$ cat src/rtl/render_line_pkg.sv
// render_line_pkg: shared OAM field layout, sprite geometry, line width default and FSM states
// Ports: none (package).
package render_line_pkg;
   localparam int SPR_SIZE       = 16;
   localparam int PIX_W          = 4;
   localparam int LINE_WIDTH_DEF = 640;
   localparam int OAM_REF_LSB    = 0;
   localparam int OAM_X_LSB      = 8;
   localparam int OAM_Y_LSB      = 18;
   localparam int OAM_PRI        = 28;
   localparam int OAM_XFLIP      = 29;
   localparam int OAM_YFLIP      = 30;
   localparam int OAM_EN         = 31;
   typedef enum logic [2:0] {IDLE, CLEAR, SCAN, OAM_RD, SPR_RD, DRAW, DONE} state_t;
endpackage

$ cat src/rtl/render_line_sprite_row_mux.sv
// sprite_row_mux: picks one 4-bit pixel out of a 16-pixel sprite row, optionally mirrored
// Ports: row (16 packed pixels, pixel p at [4p+3:4p]), p (pixel counter), flip (x-flip), nib (selected pixel)
module sprite_row_mux
   import render_line_pkg::*;
(
   input  logic [SPR_SIZE*PIX_W-1:0] row,
   input  logic [3:0]                p,
   input  logic                      flip,
   output logic [PIX_W-1:0]          nib
);
   logic [3:0] sel;
   always_comb begin
      sel = flip ? 4'(SPR_SIZE - 1) - p : p;
      nib = row[sel*PIX_W +: PIX_W];
   end
endmodule

$ cat src/rtl/render_line.sv
// render_line: renders up to maxObjectPerLine sprites of one scanline into a line buffer
// Ports: clk/reset (async, active high); BufferArray slots {OAM index, valid}; line_prepeared starts a
//        line on its rising edge; sy current line; oam_addr/oam_data OAM read port; sprite_addr/sprite_data
//        sprite row read port; lb_we/lb_addr/lb_data registered line-buffer write; render_done line finished
module render_line
   import render_line_pkg::*;
#(
   parameter int maxObjectPerLine = 32,
   parameter int LineWidth        = LINE_WIDTH_DEF
)(
   input  logic                          clk,
   input  logic                          reset,
   input  logic [9*maxObjectPerLine-1:0] BufferArray,
   input  logic                          line_prepeared,
   input  logic [9:0]                    sy,
   output logic [7:0]                    oam_addr,
   input  logic [31:0]                   oam_data,
   output logic [11:0]                   sprite_addr,
   input  logic [63:0]                   sprite_data,
   output logic                          lb_we,
   output logic [9:0]                    lb_addr,
   output logic [4:0]                    lb_data,
   output logic                          render_done
);
   localparam int IW = $clog2(maxObjectPerLine);
   localparam logic [IW-1:0] TOP_IDX = IW'(maxObjectPerLine - 1);
   state_t state, state_n;
   logic lp_q, rise, abort;
   logic [9:0] clr_cnt;
   logic [IW-1:0] idx;
   logic [3:0] pix;
   logic [8:0] slot;
   logic [9:0] x_q, dy;
   logic pri_q, xf_q, show_q;
   logic [63:0] row_q;
   logic [3:0] row, nib;
   logic [10:0] px;
   logic we_n;
   logic [9:0] addr_n;
   logic [4:0] data_n;
   sprite_row_mux u_mux (.row(row_q), .p(pix), .flip(xf_q), .nib(nib));
   always_comb begin
      slot   = BufferArray[idx*9 +: 9];
      rise   = line_prepeared && !lp_q;
      abort  = !line_prepeared && state != IDLE && state != DONE;
      dy     = sy - oam_data[OAM_Y_LSB +: 10];
      row    = oam_data[OAM_YFLIP] ? ~dy[3:0] : dy[3:0];
      px     = {1'b0, x_q} + {7'd0, pix};
      state_n = state;
      we_n    = 1'b0;
      addr_n  = lb_addr;
      data_n  = lb_data;
      case (state)
         IDLE, DONE: state_n = rise ? CLEAR : state;
         CLEAR: begin
            we_n    = 1'b1;
            addr_n  = clr_cnt;
            data_n  = '0;
            state_n = (clr_cnt == 10'(LineWidth - 1)) ? SCAN : CLEAR;
         end
         SCAN:   state_n = slot[0] ? OAM_RD : (idx == '0) ? DONE : SCAN;
         OAM_RD: state_n = SPR_RD;
         SPR_RD: state_n = DRAW;
         DRAW: begin
            // Transparent pixels and anything past the right edge are skipped, never wrapped.
            we_n    = show_q && nib != '0 && px < 11'(LineWidth);
            addr_n  = px[9:0];
            data_n  = {pri_q, nib};
            state_n = (pix == 4'hF) ? ((idx == '0) ? DONE : SCAN) : DRAW;
         end
         default: state_n = IDLE;
      endcase
      if (abort) begin
         state_n = IDLE;
         we_n    = 1'b0;
      end
   end
   always_ff @(posedge clk or posedge reset)
      if (reset) state <= IDLE;
      else       state <= state_n;
   always_ff @(posedge clk or posedge reset)
      if (reset) begin
         // lp_q starts high so a line_prepeared already high at release is not taken as a new line.
         lp_q        <= 1'b1;
         clr_cnt     <= '0;
         idx         <= '0;
         pix         <= '0;
         x_q         <= '0;
         pri_q       <= 1'b0;
         xf_q        <= 1'b0;
         show_q      <= 1'b0;
         row_q       <= '0;
         oam_addr    <= '0;
         sprite_addr <= '0;
         lb_we       <= 1'b0;
         lb_addr     <= '0;
         lb_data     <= '0;
         render_done <= 1'b0;
      end else begin
         lp_q        <= line_prepeared;
         lb_we       <= we_n;
         lb_addr     <= addr_n;
         lb_data     <= data_n;
         // Raised one cycle into DONE so the final pixel write has already left.
         render_done <= state == DONE && state_n == DONE;
         clr_cnt     <= (state == CLEAR) ? clr_cnt + 10'd1 : '0;
         pix         <= (state == DRAW) ? pix + 4'd1 : '0;
         if (state == CLEAR)
            idx <= TOP_IDX;
         else if ((state == SCAN && !slot[0]) || (state == DRAW && pix == 4'hF))
            idx <= (idx == '0) ? idx : idx - 1'b1;
         if (state == SCAN && slot[0])
            oam_addr <= slot[8:1];
         if (state == OAM_RD) begin
            x_q         <= oam_data[OAM_X_LSB +: 10];
            pri_q       <= oam_data[OAM_PRI];
            xf_q        <= oam_data[OAM_XFLIP];
            show_q      <= oam_data[OAM_EN] && dy[9:4] == '0;
            sprite_addr <= {oam_data[OAM_REF_LSB +: 8], row};
         end
         if (state == SPR_RD)
            row_q <= sprite_data;
      end
endmodule

$ cat config.mk
export PLATFORM = sky130hd
export DESIGN_NAME = render_line
export DESIGN_NICKNAME = d
export VERILOG_FILES = /design/src/rtl/render_line_pkg.sv /design/src/rtl/render_line_sprite_row_mux.sv /design/src/rtl/render_line.sv
export SDC_FILE = /design/constraint.sdc
export NUM_CORES = 1
export LEC_CHECK = 0
export BUFFER_PORTS_ARGS = -buffer_cell sky130_fd_sc_hd__buf_4
export CAP_MARGIN = 20
export CORE_MARGIN = 2
export CORE_UTILIZATION = 30
export DETAILED_ROUTE_END_ITERATION = 7
export PLACE_DENSITY = 0.62
export SLEW_MARGIN = 40
export SYNTH_ARGS = -nofsm -noshare
export SYNTH_HDL_FRONTEND = slang
export SYNTH_SLANG_ARGS = --single-unit
$ cat constraint.sdc
create_clock -name clk -period 7.4 [get_ports clk]
set_input_delay 0.74 -clock clk [delete_from_list [all_inputs] [get_ports clk]]
set_output_delay 0.74 -clock clk [all_outputs]
set_load 0.05 [all_outputs]
==> results.toml <==
[finish]
layout-drive-gt1-share_pct = 53.3
final_util_pct = 43.6
fillers = 2965
multiInputGateArea_um2 = 5680
nets = 1633
area_delta_synth_final_pct = 44.4
register_area_um2 = 3440

[worst_setup_path]
timing.critical_path.mode_cell = "a211o_1"
path_buf_inv = 1
cp.depth = 8
end_kind = "flop"
worstPathRequired_ns = 7.68
crit_type = "reg2reg"
cp_top_family = "simple AND/OR/NAND/NOR gates"
cp-endpoint = "oam_addr[4]"
crit_path_max_fanout = 52
max_stage_delay_ns = 0.69
r2r_slack_ns = 4.16
cpMaxStageDelayCell = "dfrtp_4"
r2r_cells = 8
regToRegEndpoint = "oam_addr[4]"
reg2reg_from = "idx[1]"
setup.worst_path.start = "idx[1]"
cp_cell_sequence = "buf_4 > mux2i_1 > a211o_1 > a211o_1 > nand4_2 > nand2b_1 > nand2_1 > o21ai_1"
start_kind = "flop"
critical_path_arrival_ns = 3.52

[global_routing]
grt_max_degree = 82
antenna_found_initial = 4
grt_first_pass_wirelength_um = 55700
grt_overflow = 0
grt_pass1_vias = 9042
grt_usage_pct = 22.7

[cts]
clock-root-buffer = "clkbuf_16"
cts_setup_buffers = 0
clock_latency_ns = 0.43
htree_levels = 4
cts_hold_buffers = 0
clock-sinks = 137
cts_resized = 0
clkSlewWorstSetupHoldPaths_ns = 0.07
cts_inserted_buffers = 17
clockBufferDepth = 2
tritoncts = "done"

[power]
pwr-share-clk_pct = 39.5
p_switching_w = 0.000669
p_per_area_nw_per_um2 = 165
seqPwrFrac_pct = 37.9
combPwrFrac_pct = 22.6
power_leakage_nw = 6.41
peakVddDrop_mv = 0.137
internal_power_w = 0.00159
swShare_pct = 29.7

[floorplan]
rows = 65
coreArea_um2 = 31300
dieArea_um2 = 32900
fp.dieW_um = 182
start_util_pct = 30.2
die_y_um = 182
ioPinCount = 434

[routing]
dr.pass1.iters = 5
first_iter_violations = 376
vias = 8560
post_drt_wl_per_cell_um = 22.9
wl_um = 37500
drc = 0
viasPerCell = 5.23
antenna_violating_nets_post_route = 0

[synthesis]
yosys_warnings = 0
syn_nets = 1230
yosysUniqueCellTypes = 59
synth_common_cells = "dfrtp_1, mux2_2, mux4_2"
yosysSeqAreaShare_pct = 36.3
synth-edff-count = 0
syn_area_um2 = 9450
synthTopCellsByArea = "dfrtp_1, mux4_2, mux2_2"
synth_top_area_share_pct = 36.0
synth_ff_type = "dfrtp_1"
avgSynthCellArea_um2 = 11.6
ys_ff_latch = 137
synthCells = 814
async_flop_share_pct = 100
yosysMostFrequentCell = "dfrtp_1"
synth_largest_area_cell = "dfrtp_1"

[run_status]
status = "completed"

[sta]
max_slew_margin_pct = 47.4
drv_slew = 0
setup-violations-final = 0
tightest_slew_ns = 0.788
fmax_ghz = 0.309
finalHoldViolCount = 0
fin_crit_sh_pct = 43.8
skew_ns = 0.0116
rsz0062_at_grt = "no"
layout_min_cycle_time_ns = 3.24
fin_tns_setup_ns = 0

[placement]
dp_hpwl_um = 30300
gp_congestion = 0.975
port_buffers = 433

[run]
maxCapViolCount = 0

[hold_path]
holdCritPathClass = "in2async"
-- per-layer routing --
metal  share of wire [%]  global-route usage, %
met1                  40                   27.0
met2                  51                   39.2
met3                 6.0                   5.46
met4                 3.6                   9.37
met5                   0                      0
-- per-stage QoR --
stage               cells  cell area, µm²  power [W]  setup WS (ns)  hold slack [ns]
floorplan             814            9450    0.00111           2.99            0.447
finish               1636           13600    0.00225           4.16            0.377
global placement     1600           13000    0.00137           4.28            0.457
CTS                  1632           13600    0.00228           4.19            0.388
global route         1636           13600    0.00236           4.00            0.414
detailed placement   1600           13000    0.00138           4.22            0.463
-- flip-flops by register name, summed over array words and instances, names as in the netlist --
| name | cells |
|---|---|
| pri_q | 1 |
| pix | 4 |
| xf_q | 1 |
| lb_we | 1 |
| render_done | 1 |
| x_q | 10 |
| state | 3 |
| sprite_addr | 12 |
| show_q | 1 |
| lb_addr | 10 |
| lp_q | 1 |
| oam_addr | 8 |
| idx | 5 |
| lb_data | 5 |
| row_q | 64 |
| clr_cnt | 10 |
-- power groups by stage --
stage / clock (W) / sequential [W] / combinational (W)
2_1_floorplan: 0 / 0.000891 / 0.000215
3_3_place_gp: 0 / 0.000865 / 0.000507
3_5_place_dp: 0 / 0.000867 / 0.000514
4_1_cts: 0.000913 / 0.000853 / 0.000516
5_1_grt: 0.000942 / 0.000860 / 0.000552
6_report: 0.000891 / 0.000854 / 0.000510
-- cells in the final DEF (no fill, tap or decap), drive strengths merged, types with 18 or more instances in the layout --
master  count
mux4       83
a21oi      27
nand2      61
buf       439
mux2i      50
nor2       35
nand3      20
clkbuf     18
mux2       84
o21ai      58
dfrtp     136
inv        31
-- kinds of logic (layout without fill, tap and decap cells) --
kind of cell	Yosys count	count (layout)	share of synthesized area, %
AOI/OAI and AO/OA	168	168	11.4
muxes	217	217	35.1
adders and majority gates	19	19	2.67
xor gates and xnor gates	28	28	2.59
DFF	137	137	36.3
and+or+nand+nor	166	166	8.19
buffers and inverters	79	495	3.75
other	0	4	0
-- final cells by class --
cell class	count	area share [%]
Antenna cell	4	0.0733
Clock buffer	17	3.12
Clock inverter	15	1.36
Inverter	23	0.669
Multi-Input combinational cell	598	41.6
Sequential cell	137	25.2
Tap cell	402	3.69
Timing Repair Buffer	440	24.3
-- worst min path at each step --
stage	start	end	slack (ns)	cells after the start
after global routing	reset	idx[3]	0.41	2
after global placement	lb_data[4]	lb_data[4]	0.46	2
final	reset	idx[4]	0.38	2
after floorplan	clr_cnt[0]	clr_cnt[0]	0.45	1
after detailed placement	lb_data[4]	lb_data[4]	0.46	2
after CTS	reset	idx[3]	0.39	2
No activity file was read; power rests on OpenSTA's default activity.
